$ cat config.mk
export PLATFORM = sky130hd
export DESIGN_NAME = tournament_chooser_ctrl_flat
export DESIGN_NICKNAME = d
export VERILOG_FILES = /design/src/rtl/bp_pkg.sv /design/src/rtl/tournament_chooser_ctrl_if.sv /design/src/rtl/pred_fifo.sv /design/src/rtl/tournament_chooser_ctrl.sv /design/src/flat_wrapper.sv
export SDC_FILE = /design/constraint.sdc
export NUM_CORES = 1
export LEC_CHECK = 0
export CAP_MARGIN = 20
export CORE_MARGIN = 2
export CORE_UTILIZATION = 58
export CTS_BUF_LIST = sky130_fd_sc_hd__clkbuf_4 sky130_fd_sc_hd__clkbuf_8 sky130_fd_sc_hd__clkbuf_16
export DETAILED_ROUTE_END_ITERATION = 7
export GPL_TIMING_DRIVEN = 0
export PLACE_DENSITY = 0.82
export RECOVER_POWER = 100
export SETUP_SLACK_MARGIN = 0.05
export SLEW_MARGIN = 10
export SYNTH_ARGS = -nofsm -noshare
export SYNTH_HDL_FRONTEND = slang
export SYNTH_SLANG_ARGS = --single-unit
$ cat constraint.sdc
create_clock -name clk -period 5.6 [get_ports clk]
set_input_delay 1.4 -clock clk [delete_from_list [all_inputs] [get_ports clk]]
set_output_delay 1.4 -clock clk [all_outputs]
set_load 0.005 [all_outputs]
$ cat src/rtl/bp_pkg.sv
// rtl/bp_pkg.sv - shared branch-predictor types, counter constants and helpers
package bp_pkg;

  typedef logic [1:0] ctr2_t;

  localparam ctr2_t STRONG_LOCAL  = 2'd0;
  localparam ctr2_t WEAK_LOCAL    = 2'd1;
  localparam ctr2_t WEAK_GLOBAL   = 2'd2;
  localparam ctr2_t STRONG_GLOBAL = 2'd3;

  // Widest chooser index any instance may use; narrower instances zero-fill.
  localparam int IDX_W_MAX = 16;

  typedef struct packed {
    logic [IDX_W_MAX-1:0] idx;
    logic                 global_pred;
    logic                 local_pred;
    logic                 pred;
  } fifo_entry_t;

  function automatic ctr2_t ctr_step(input ctr2_t c, input logic up);
    if (up) return (c == STRONG_GLOBAL) ? c : c + 2'd1;
    return (c == STRONG_LOCAL) ? c : c - 2'd1;
  endfunction

endpackage

$ cat src/rtl/tournament_chooser_ctrl_if.sv
// rtl/tournament_chooser_ctrl_if.sv - fetch/resolve/update bundle of the chooser controller
interface tournament_chooser_ctrl_if;
  logic        fetch_valid;
  logic [31:0] fetch_pc;
  logic        global_pred;
  logic        local_pred;
  logic        pred_br;
  logic        resolve_valid;
  logic        resolve_br_en;
  logic        flush;
  logic        full;
  logic        empty;
  logic        upd_ld;
  logic        upd_br_en;
  logic        mispredict;

  modport master (
    output fetch_valid, fetch_pc, global_pred, local_pred,
    output resolve_valid, resolve_br_en, flush,
    input  pred_br, full, empty, upd_ld, upd_br_en, mispredict
  );

  modport slave (
    input  fetch_valid, fetch_pc, global_pred, local_pred,
    input  resolve_valid, resolve_br_en, flush,
    output pred_br, full, empty, upd_ld, upd_br_en, mispredict
  );
endinterface

$ cat src/rtl/pred_fifo.sv
// rtl/pred_fifo.sv - in-flight prediction queue; caller gates push on !full and pop on !empty
module pred_fifo
  import bp_pkg::*;
#(
  parameter int DEPTH = 4
) (
  input  logic        clk,
  input  logic        rst,
  input  logic        i_push,
  input  logic        i_pop,
  input  logic        i_flush,
  input  fifo_entry_t i_data,
  output fifo_entry_t o_head,
  output logic        o_full,
  output logic        o_empty
);
  localparam int PW = $clog2(DEPTH);

  fifo_entry_t   r_mem [DEPTH];
  logic [PW-1:0] r_wr_ptr;
  logic [PW-1:0] r_rd_ptr;
  logic [PW:0]   r_count;

  assign o_full  = (r_count == (PW+1)'(DEPTH));
  assign o_empty = (r_count == '0);
  assign o_head  = r_mem[r_rd_ptr];

  // DEPTH is a power of two, so pointer overflow is the modulo wrap.
  always_ff @(posedge clk) begin
    if (rst || i_flush) begin
      r_wr_ptr <= '0;
      r_rd_ptr <= '0;
      r_count  <= '0;
    end else begin
      if (i_push) begin
        r_mem[r_wr_ptr] <= i_data;
        r_wr_ptr        <= r_wr_ptr + 1'b1;
      end
      if (i_pop) r_rd_ptr <= r_rd_ptr + 1'b1;
      case ({i_push, i_pop})
        2'b10:   r_count <= r_count + 1'b1;
        2'b01:   r_count <= r_count - 1'b1;
        default: r_count <= r_count;
      endcase
    end
  end
endmodule

$ cat src/rtl/tournament_chooser_ctrl.sv
// rtl/tournament_chooser_ctrl.sv - tournament chooser table, in-flight tracking and update strobes
module tournament_chooser_ctrl
  import bp_pkg::*;
#(
  parameter int pc_idx_start = 6,
  parameter int pc_idx_width = 4,
  parameter int fifo_depth   = 4
) (
  input logic                       clk,
  input logic                       rst,
  tournament_chooser_ctrl_if.slave  bus
);
  localparam int N_ENTRIES = 2 ** pc_idx_width;

  ctr2_t                   r_chooser [N_ENTRIES];
  logic                    r_upd_ld;
  logic                    r_upd_br_en;
  logic                    r_mispredict;
  logic [pc_idx_width-1:0] w_fetch_idx;
  logic [pc_idx_width-1:0] w_head_idx;
  fifo_entry_t             w_push_entry;
  fifo_entry_t             w_head;
  logic                    w_push;
  logic                    w_pop;
  logic                    w_full;
  logic                    w_empty;
  logic                    w_unused;

  assign w_fetch_idx = bus.fetch_pc[pc_idx_start +: pc_idx_width];
  assign w_head_idx  = w_head.idx[pc_idx_width-1:0];
  assign w_unused    = ^{bus.fetch_pc, w_head.idx};

  // Lookup reads the registered table, so a same-cycle update is not visible yet.
  assign bus.pred_br = r_chooser[w_fetch_idx][1] ? bus.global_pred : bus.local_pred;

  assign w_push = bus.fetch_valid && !w_full && !bus.flush;
  assign w_pop  = bus.resolve_valid && !w_empty;

  always_comb begin
    w_push_entry                         = '0;
    w_push_entry.idx[pc_idx_width-1:0]   = w_fetch_idx;
    w_push_entry.global_pred             = bus.global_pred;
    w_push_entry.local_pred              = bus.local_pred;
    w_push_entry.pred                    = bus.pred_br;
  end

  pred_fifo #(.DEPTH(fifo_depth)) u_fifo (
    .clk     (clk),
    .rst     (rst),
    .i_push  (w_push),
    .i_pop   (w_pop),
    .i_flush (bus.flush),
    .i_data  (w_push_entry),
    .o_head  (w_head),
    .o_full  (w_full),
    .o_empty (w_empty)
  );

  always_ff @(posedge clk) begin
    if (rst) begin
      for (int i = 0; i < N_ENTRIES; i++) r_chooser[i] <= WEAK_LOCAL;
    end else if (w_pop && (w_head.global_pred != w_head.local_pred)) begin
      r_chooser[w_head_idx] <= ctr_step(r_chooser[w_head_idx],
                                        w_head.global_pred == bus.resolve_br_en);
    end
  end

  always_ff @(posedge clk) begin
    if (rst) begin
      r_upd_ld     <= 1'b0;
      r_upd_br_en  <= 1'b0;
      r_mispredict <= 1'b0;
    end else begin
      r_upd_ld     <= w_pop;
      r_upd_br_en  <= w_pop && bus.resolve_br_en;
      r_mispredict <= w_pop && (w_head.pred != bus.resolve_br_en);
    end
  end

  assign bus.full       = w_full;
  assign bus.empty      = w_empty;
  assign bus.upd_ld     = r_upd_ld;
  assign bus.upd_br_en  = r_upd_br_en;
  assign bus.mispredict = r_mispredict;
endmodule

$ cat src/flat_wrapper.sv
// flat-port wrapper written by rule: the top's interface ports become plain ports
module tournament_chooser_ctrl_flat import bp_pkg::*;
#(
  parameter int pc_idx_start = 6,
  parameter int pc_idx_width = 4,
  parameter int fifo_depth   = 4
)
  (clk, rst, bus_fetch_valid, bus_fetch_pc, bus_global_pred, bus_local_pred, bus_resolve_valid, bus_resolve_br_en, bus_flush, bus_pred_br, bus_full, bus_empty, bus_upd_ld, bus_upd_br_en, bus_mispredict);
  tournament_chooser_ctrl_if bus_i ();
  input logic clk;
  input logic rst;
  input wire logic [$bits(bus_i.fetch_valid)-1:0] bus_fetch_valid;
  input wire logic [$bits(bus_i.fetch_pc)-1:0] bus_fetch_pc;
  input wire logic [$bits(bus_i.global_pred)-1:0] bus_global_pred;
  input wire logic [$bits(bus_i.local_pred)-1:0] bus_local_pred;
  input wire logic [$bits(bus_i.resolve_valid)-1:0] bus_resolve_valid;
  input wire logic [$bits(bus_i.resolve_br_en)-1:0] bus_resolve_br_en;
  input wire logic [$bits(bus_i.flush)-1:0] bus_flush;
  output wire logic [$bits(bus_i.pred_br)-1:0] bus_pred_br;
  output wire logic [$bits(bus_i.full)-1:0] bus_full;
  output wire logic [$bits(bus_i.empty)-1:0] bus_empty;
  output wire logic [$bits(bus_i.upd_ld)-1:0] bus_upd_ld;
  output wire logic [$bits(bus_i.upd_br_en)-1:0] bus_upd_br_en;
  output wire logic [$bits(bus_i.mispredict)-1:0] bus_mispredict;
  assign bus_i.fetch_valid = bus_fetch_valid;
  assign bus_i.fetch_pc = bus_fetch_pc;
  assign bus_i.global_pred = bus_global_pred;
  assign bus_i.local_pred = bus_local_pred;
  assign bus_i.resolve_valid = bus_resolve_valid;
  assign bus_i.resolve_br_en = bus_resolve_br_en;
  assign bus_i.flush = bus_flush;
  assign bus_pred_br = bus_i.pred_br;
  assign bus_full = bus_i.full;
  assign bus_empty = bus_i.empty;
  assign bus_upd_ld = bus_i.upd_ld;
  assign bus_upd_br_en = bus_i.upd_br_en;
  assign bus_mispredict = bus_i.mispredict;
  tournament_chooser_ctrl #(.pc_idx_start(pc_idx_start), .pc_idx_width(pc_idx_width), .fifo_depth(fifo_depth)) u_core (.clk(clk), .rst(rst), .bus(bus_i));
endmodule
==> results of run 1 <==
cell families after synthesis:
family	Yosys count	synth area share (%)
compound gates	20	5.93
fa+ha+maj	6	2.37
simple gates	103	15.3
xor+xnor	9	2.26
mux	30	13.5
buf+inv	15	2.08
flops	72	58.6
how the worst min path moves through the flow:
stage	start	slack, ns	endpoint	cells past startpoint
5_1_grt	u_core.u_fifo.r_count[2]	0.57	u_core.u_fifo.r_count[2]	2
3_3_place_gp	u_core.u_fifo.r_count[2]	0.50	u_core.u_fifo.r_count[2]	2
2_1_floorplan	u_core.u_fifo.r_count[2]	0.48	u_core.u_fifo.r_count[2]	2
6_report	u_core.u_fifo.r_count[2]	0.54	u_core.u_fifo.r_count[2]	2
3_5_place_dp	u_core.u_fifo.r_rd_ptr[1]	0.52	u_core.u_fifo.r_rd_ptr[1]	2
4_1_cts	u_core.u_fifo.r_count[2]	0.54	u_core.u_fifo.r_count[2]	2
power by group through the flow:
stage / Clock, mW / Combinational, mW / Sequential [mW]
after CTS: 0.415 / 0.0881 / 0.591
after global placement: 0 / 0.0844 / 0.603
final: 0.413 / 0.0852 / 0.591
after detailed placement: 0 / 0.0877 / 0.603
after floorplan: 0 / 0.0567 / 0.602
after global routing: 0.433 / 0.0924 / 0.591
layer usage:
| layer | global-route usage (%) | vias up | part of all wire (%) |
|---|---|---|---|
| met5 | 0 | - | 0 |
| met4 | 12.5 | 0 | 2.6 |
| met3 | 3.63 | 17 | 4.2 |
| met2 | 37.6 | 57 | 51 |
| met1 | 27.7 | 1057 | 42 |
| li1 | - | 992 | - |
flip-flops by register name, summed over array words and instances (netlist names), named ones only:
| register | flops |
|---|---|
| u_core.bus.mispredict | 1 |
| u_core.u_fifo.r_rd_ptr | 2 |
| u_core.bus.upd_ld | 1 |
| u_core.u_fifo.r_count | 3 |
| u_core.r_chooser | 32 |
| u_core.u_fifo.r_wr_ptr | 2 |
| u_core.u_fifo.r_mem | 28 |
| u_core.bus.upd_br_en | 1 |
critical path, delay by kind of cell:
kind | cells | cell delay [ns]
buf+inv | 2 | 1.28
mux | 3 | 1.30
placed cells by master, fill, tap and decap left out, types with 4 or more instances in the layout:
cell type / synthesis / routed
mux2i_1: 9 / 9
mux4_2: 12 / 12
clkbuf_1: 3 / 4
nand2_1: 19 / 19
clkbuf_8: 0 / 9
nand2b_1: 14 / 14
xor2_1: 6 / 6
edfxtp_1: 60 / 60
and2_0: 0 / 5
nor2_1: 27 / 27
dlygate4sd3_1: 0 / 12
nand3_1: 13 / 13
or2_2: 7 / 6
ha_1: 5 / 5
nor3_1: 4 / 4
mux2_2: 7 / 6
dfxtp_1: 12 / 12
nor2b_1: 5 / 5
inv_1: 8 / 8
clkdlybuf4s50_1: 0 / 4
layout make-up:
type                       instances  area (um^2)  share of cell area (%)
clock inverter                     7         80.1                    2.04
buffer                             7         42.5                    1.08
sequential                        72         2040                    51.9
timing repair buffer              17          164                    4.17
multi-input combinational        168         1360                    34.5
clock buffer                       9          124                    3.15
inverter                           8         30.0                   0.764
tap                               75         93.8                    2.39
cells in the mapped netlist, types with 2 or more instances:
library cell / instances / area [um^2]
mux2i_1: 9 / 90.1
o21ai_4: 2 / 32.5
nand3_1: 13 / 65.1
a21oi_1: 2 / 10.0
nand2b_1: 14 / 87.6
and2_1: 6 / 37.5
nor2b_1: 5 / 31.3
nand3_2: 2 / 20.0
a21oi_2: 2 / 17.5
edfxtp_1: 60 / 1800
clkbuf_1: 3 / 11.3
o22ai_1: 2 / 12.5
a221oi_1: 2 / 17.5
a21oi_4: 2 / 32.5
nor2_1: 27 / 101
buf_6: 2 / 22.5
inv_1: 8 / 30.0
ha_1: 5 / 62.6
a221o_1: 2 / 20.0
o22a_1: 2 / 17.5
nor3_1: 4 / 20.0
mux4_2: 12 / 270
xor2_1: 6 / 52.6
xnor2_1: 3 / 26.3
mux2_4: 2 / 30.0
dfxtp_1: 12 / 240
nand2_1: 19 / 71.3
mux2_2: 7 / 78.8
or2_2: 7 / 43.8
metrics by stage:
step / setup WS [ns] / power, mW / instances / util [%] / hold slack (ns)
2_1_floorplan: 1.56 / 0.658 / 255 / - / 0.480
3_3_place_gp: 0.126 / 0.687 / 347 / 64.1 / 0.502
3_5_place_dp: 0.0736 / 0.691 / 347 / 64.1 / 0.522
4_1_cts: 0.0661 / 1.09 / 363 / 67.5 / 0.541
5_1_grt: 0.152 / 1.12 / 363 / 67.2 / 0.572
6_report: 0.212 / 1.09 / 363 / 67.2 / 0.544
==> results.yml, run 1 <==
global_routing:
  grt_pass1_wl_um: 10400
  grt_max_degree: 15
  track_usage_pct: 22.4
  grt_pass1_vias: 2149
  antenna_found_initial: 0
  gr-total-overflow: 0
setup_path:
  crit_slowest_cell: "dlygate4sd3_1"
  crit_path_max_incr_delay_ns: 0.78
  crit_required_ns: 4.20
  critPathCapture: "bus_pred_br"
  reg2reg_slack_ns: 2.22
  path_cells: "dlygate4sd3_1, mux4_2, mux4_2, mux2_1, clkdlybuf4s50_1"
  cpMostUsedCell: "mux4_2"
  crit_arrival_ns: 3.99
  cp-start-kind: "input port"
  rr_worst_depth: 6
  worst_setup_path_end_kind: "output port"
  crit_path_start: "bus_fetch_pc[7]"
  path_max_fanout: 8
  worst_r2r_endpoint: "u_core.r_chooser[2][0]"
  critPathKind: "input port to output port"
timing:
  setup_tns_ns: 0
  fin_crit_ns: 5.39
  hold_viol: 0
  fmax_mhz: 186
  final_max_slew_viol_count: 9
  finalCritPeriodShare_pct: 96.2
  setup_viol: 0
  finalClockSkew_ns: 0.00798
  slew_headroom_pct: -9.35
  worst_pin_slew_ns: 1.62
  rsz0062_at_grt: "false"
power:
  p_leak_nw: 1.31
  switchingPower_uw: 257
  p_clk_share_pct: 37.9
  peakVddDrop_v: 0.000192
  seqPwrFrac_pct: 54.3
  p_per_area_nw_per_um2: 277
  swShare_pct: 23.6
  p_int_uw: 832
  power_frac_comb_pct: 7.8
route:
  vias: 2123
  drc_errors: 0
  first_pass_iters: 4
  via_per_inst: 5.85
  wl_um: 6640
  drtAntennaViolNets: 0
  first_iter_violations: 156
  drt-wirelength-per-cell_um: 18.3
logic_synthesis:
  syn_avg_cell_area_um2: 13.7
  synthesis.nets: 301
  async_flop_share_pct: 0
  synthesis.area_um2: 3480
  ys.flop_type: "edfxtp_1"
  synth_edf_count: 60
  yosysSeqAreaShare_pct: 58.6
  ys_ff_latch: 72
  ys.warnings.count: 0
  ys_types: 42
  syn_inst: 255
finish:
  area_growth_pct: 12.9
  drive_gt1_share_pct: 19.1
  diodes: 0
  fill_cells: 387
  num-nets-final: 329
  finalInstanceArea_um2: 3930
status:
  violations: "capacitance limit, slew limit"
  outcome: "finished, violations left"
die:
  row_count: 28
  pin_count: 46
  fp.dieArea_um2: 6640
  die_h_um: 81.5
  initial_core_util_pct: 59.5
  die_width_um: 81.5
  coreArea_um2: 5850
clock_network:
  cts_made_buffers: 9
  cts_resized: 0
  cts.clk_slew.worst_paths_ns: 0.08
  clock_latency_ns: 0.35
  cts_tree: "built"
  cts_hold_buffers: 0
  cts_root_buf: "clkbuf_8"
  cts_sinks: 72
  clk_path_buf_depth: 2
  h-tree-depth: 3
  post_cts_buffers: 0
run:
  maxCapViolCount: 2
placement:
  gp_congestion: 0.837
  place_area_um2: 3750
  portBuffers: 17
  dp_hpwl_um: 4760
hold_path:
  worstHoldPathType: "flop to flop"
Power figures use the tool's default switching activity.
==> run 2, diff against run 1 <==
--- a/config.mk
+++ b/config.mk
@@ -13,6 +13,7 @@
 export GPL_TIMING_DRIVEN = 0
 export PLACE_DENSITY = 0.82
 export RECOVER_POWER = 100
+export REMOVE_ABC_BUFFERS = 1
 export SETUP_SLACK_MARGIN = 0.05
 export SLEW_MARGIN = 10
 export SYNTH_ARGS = -nofsm -noshare
==> results.yml, run 2 (synthesis results as in run 1) <==
clock_network:
  post_cts_buffers: 0
  cts_tree: "built"
  cts_resized: 0
  h-tree-depth: 3
  cts_root_buf: "clkbuf_8"
  cts_made_buffers: 9
  clock_latency_ns: 0.34
  cts_sinks: 72
  cts.clk_slew.worst_paths_ns: 0.07
  clk_path_buf_depth: 2
  cts_hold_buffers: 0
finish:
  diodes: 0
  multiInputGateArea_um2: 1360
  final_cell_mix: "60 x edfxtp_1, 27 x nor2_1, 19 x nand2_1"
  largestRegisters: "u_core.r_chooser: 32 flops, u_core.u_fifo.r_mem: 28 flops, u_core.u_fifo.r_count: 3 flops"
  finalInstanceArea_um2: 3860
  fill_cells: 403
  regArea_um2: 2040
  finalNonFillerCells: 356
  largest-register: "u_core.r_chooser"
  final_common_cell: "edfxtp_1"
  drive_gt1_share_pct: 18.5
  area_growth_pct: 11.0
  largest_reg_flops: 32
  num-nets-final: 322
route:
  drt-wirelength-per-cell_um: 17.8
  wl_um: 6320
  via_per_inst: 5.94
  first_pass_iters: 5
  first_iter_violations: 183
  drc_errors: 0
  drtAntennaViolNets: 0
  vias: 2116
status:
  outcome: "finished, violations left"
  violations: "capacitance limit, slew limit"
die:
  die_h_um: 81.5
  die_width_um: 81.5
  fp.dieArea_um2: 6640
  pin_count: 46
  row_count: 28
  initial_core_util_pct: 59.5
  coreArea_um2: 5850
global_routing:
  gr-total-overflow: 0
  antenna_found_initial: 0
  track_usage_pct: 21.3
  grt_max_degree: 21
  grt_pass1_vias: 2101
  grt_pass1_wl_um: 9970
power:
  p_per_area_nw_per_um2: 266
  p_int_uw: 792
  p_clk_share_pct: 34.5
  power_frac_comb_pct: 8.0
  seqPwrFrac_pct: 57.5
  peakVddDrop_v: 0.000128
  p_leak_nw: 1.28
  swShare_pct: 23.0
  switchingPower_uw: 237
timing:
  finalCritPeriodShare_pct: 97.5
  final_max_slew_viol_count: 18
  worst_pin_slew_ns: 1.68
  fin_crit_ns: 5.46
  setup_tns_ns: 0
  slew_headroom_pct: -13.7
  fmax_mhz: 183
  finalClockSkew_ns: 0.00532
  hold_viol: 0
  setup_viol: 0
  setup_slack_ns: 0.143
  rsz0062_at_grt: "false"
placement:
  portBuffers: 17
  gp_congestion: 0.763
  place_area_um2: 3700
  dp_hpwl_um: 4450
  dp.cells: 340
  dpl_worst_slack_ns: 0.135
hold_path:
  hp-start: "u_core.u_fifo.r_count[2]"
  worstHoldPathType: "flop to flop"
  worstHoldPathCells: 2
  holdPathEnd: "u_core.u_fifo.r_count[2]"
setup_path:
  worst_setup_path_end_kind: "output port"
  crit_arrival_ns: 4.06
  path_max_fanout: 8
  worst_r2r_endpoint: "u_core.r_chooser[2][0]"
  reg2reg_slack_ns: 1.99
  cp-start-kind: "input port"
  path_cells: "clkdlybuf4s50_1, mux4_2, mux4_2, mux2_2, clkdlybuf4s50_1"
  crit_required_ns: 4.20
  critPathKind: "input port to output port"
  crit_path_max_incr_delay_ns: 0.77
  crit_slowest_cell: "clkdlybuf4s50_1"
  path_delay_family: "multiplexers"
  rr_worst_depth: 4
  critical_path_buf_inv_count: 2
run:
  maxCapViolCount: 2
## run 2: changes by cell type in the layout (fill, tap and decap cells not counted), moves of 2 or more
cell	before	now
buf_6	2	0
clkinv_2	0	2
clkbuf_1	4	0
clkinv_4	3	1
clkbuf_4	0	2
## run 2: how the worst max path moves through the flow
stage	start	endpoint	cells after the start
2_1_floorplan	bus_fetch_pc[6]	bus_pred_br	3
4_1_cts	bus_fetch_pc[6]	bus_pred_br	5
5_1_grt	bus_fetch_pc[6]	bus_pred_br	5
3_5_place_dp	bus_fetch_pc[6]	bus_pred_br	5
6_report	bus_fetch_pc[6]	bus_pred_br	5
3_3_place_gp	bus_fetch_pc[6]	bus_pred_br	5
## run 2: routing by layer
metal | GRT usage (%) | up-vias | part of all wire [%]
met5 | 0 | - | 0
met4 | 12.5 | 0 | 2.3
met3 | 4.62 | 13 | 5.7
met2 | 33.1 | 80 | 50
met1 | 27.8 | 1042 | 42
li1 | - | 981 | -
## run 2: layout make-up
cell class | instances | share of cell area, %
Sequential cell | 72 | 52.8
Multi-Input combinational cell | 168 | 35.1
Timing Repair Buffer | 17 | 4.40
Clock buffer | 11 | 3.59
Tap cell | 75 | 2.43
Clock inverter | 5 | 0.874
Inverter | 8 | 0.777
## run 2: power groups by stage
stage	logic (mW)	clock network (mW)	registers, mW
after floorplan	0.0546	0	0.602
after global placement	0.0813	0	0.603
after detailed placement	0.0839	0	0.603
after CTS	0.0842	0.358	0.592
after global routing	0.0884	0.377	0.592
final	0.0824	0.355	0.591
## run 2: worst register-to-register path, stage by stage (launching register included)
cell and delay (ns):
dfxtp_1 0.60, mux4_2 0.85, nor4b_1 1.46, nand2_1 0.22, nand2b_1 0.19
## run 2: stage by stage
step / hold slack (ns) / total power, mW / util, %
3_5_place_dp: 0.514 / 0.687 / 63.3
2_1_floorplan: 0.480 / 0.657 / -
4_1_cts: 0.529 / 1.03 / 66.3
3_3_place_gp: 0.504 / 0.684 / 63.3
5_1_grt: 0.582 / 1.06 / 66.1
6_report: 0.524 / 1.03 / 66.1
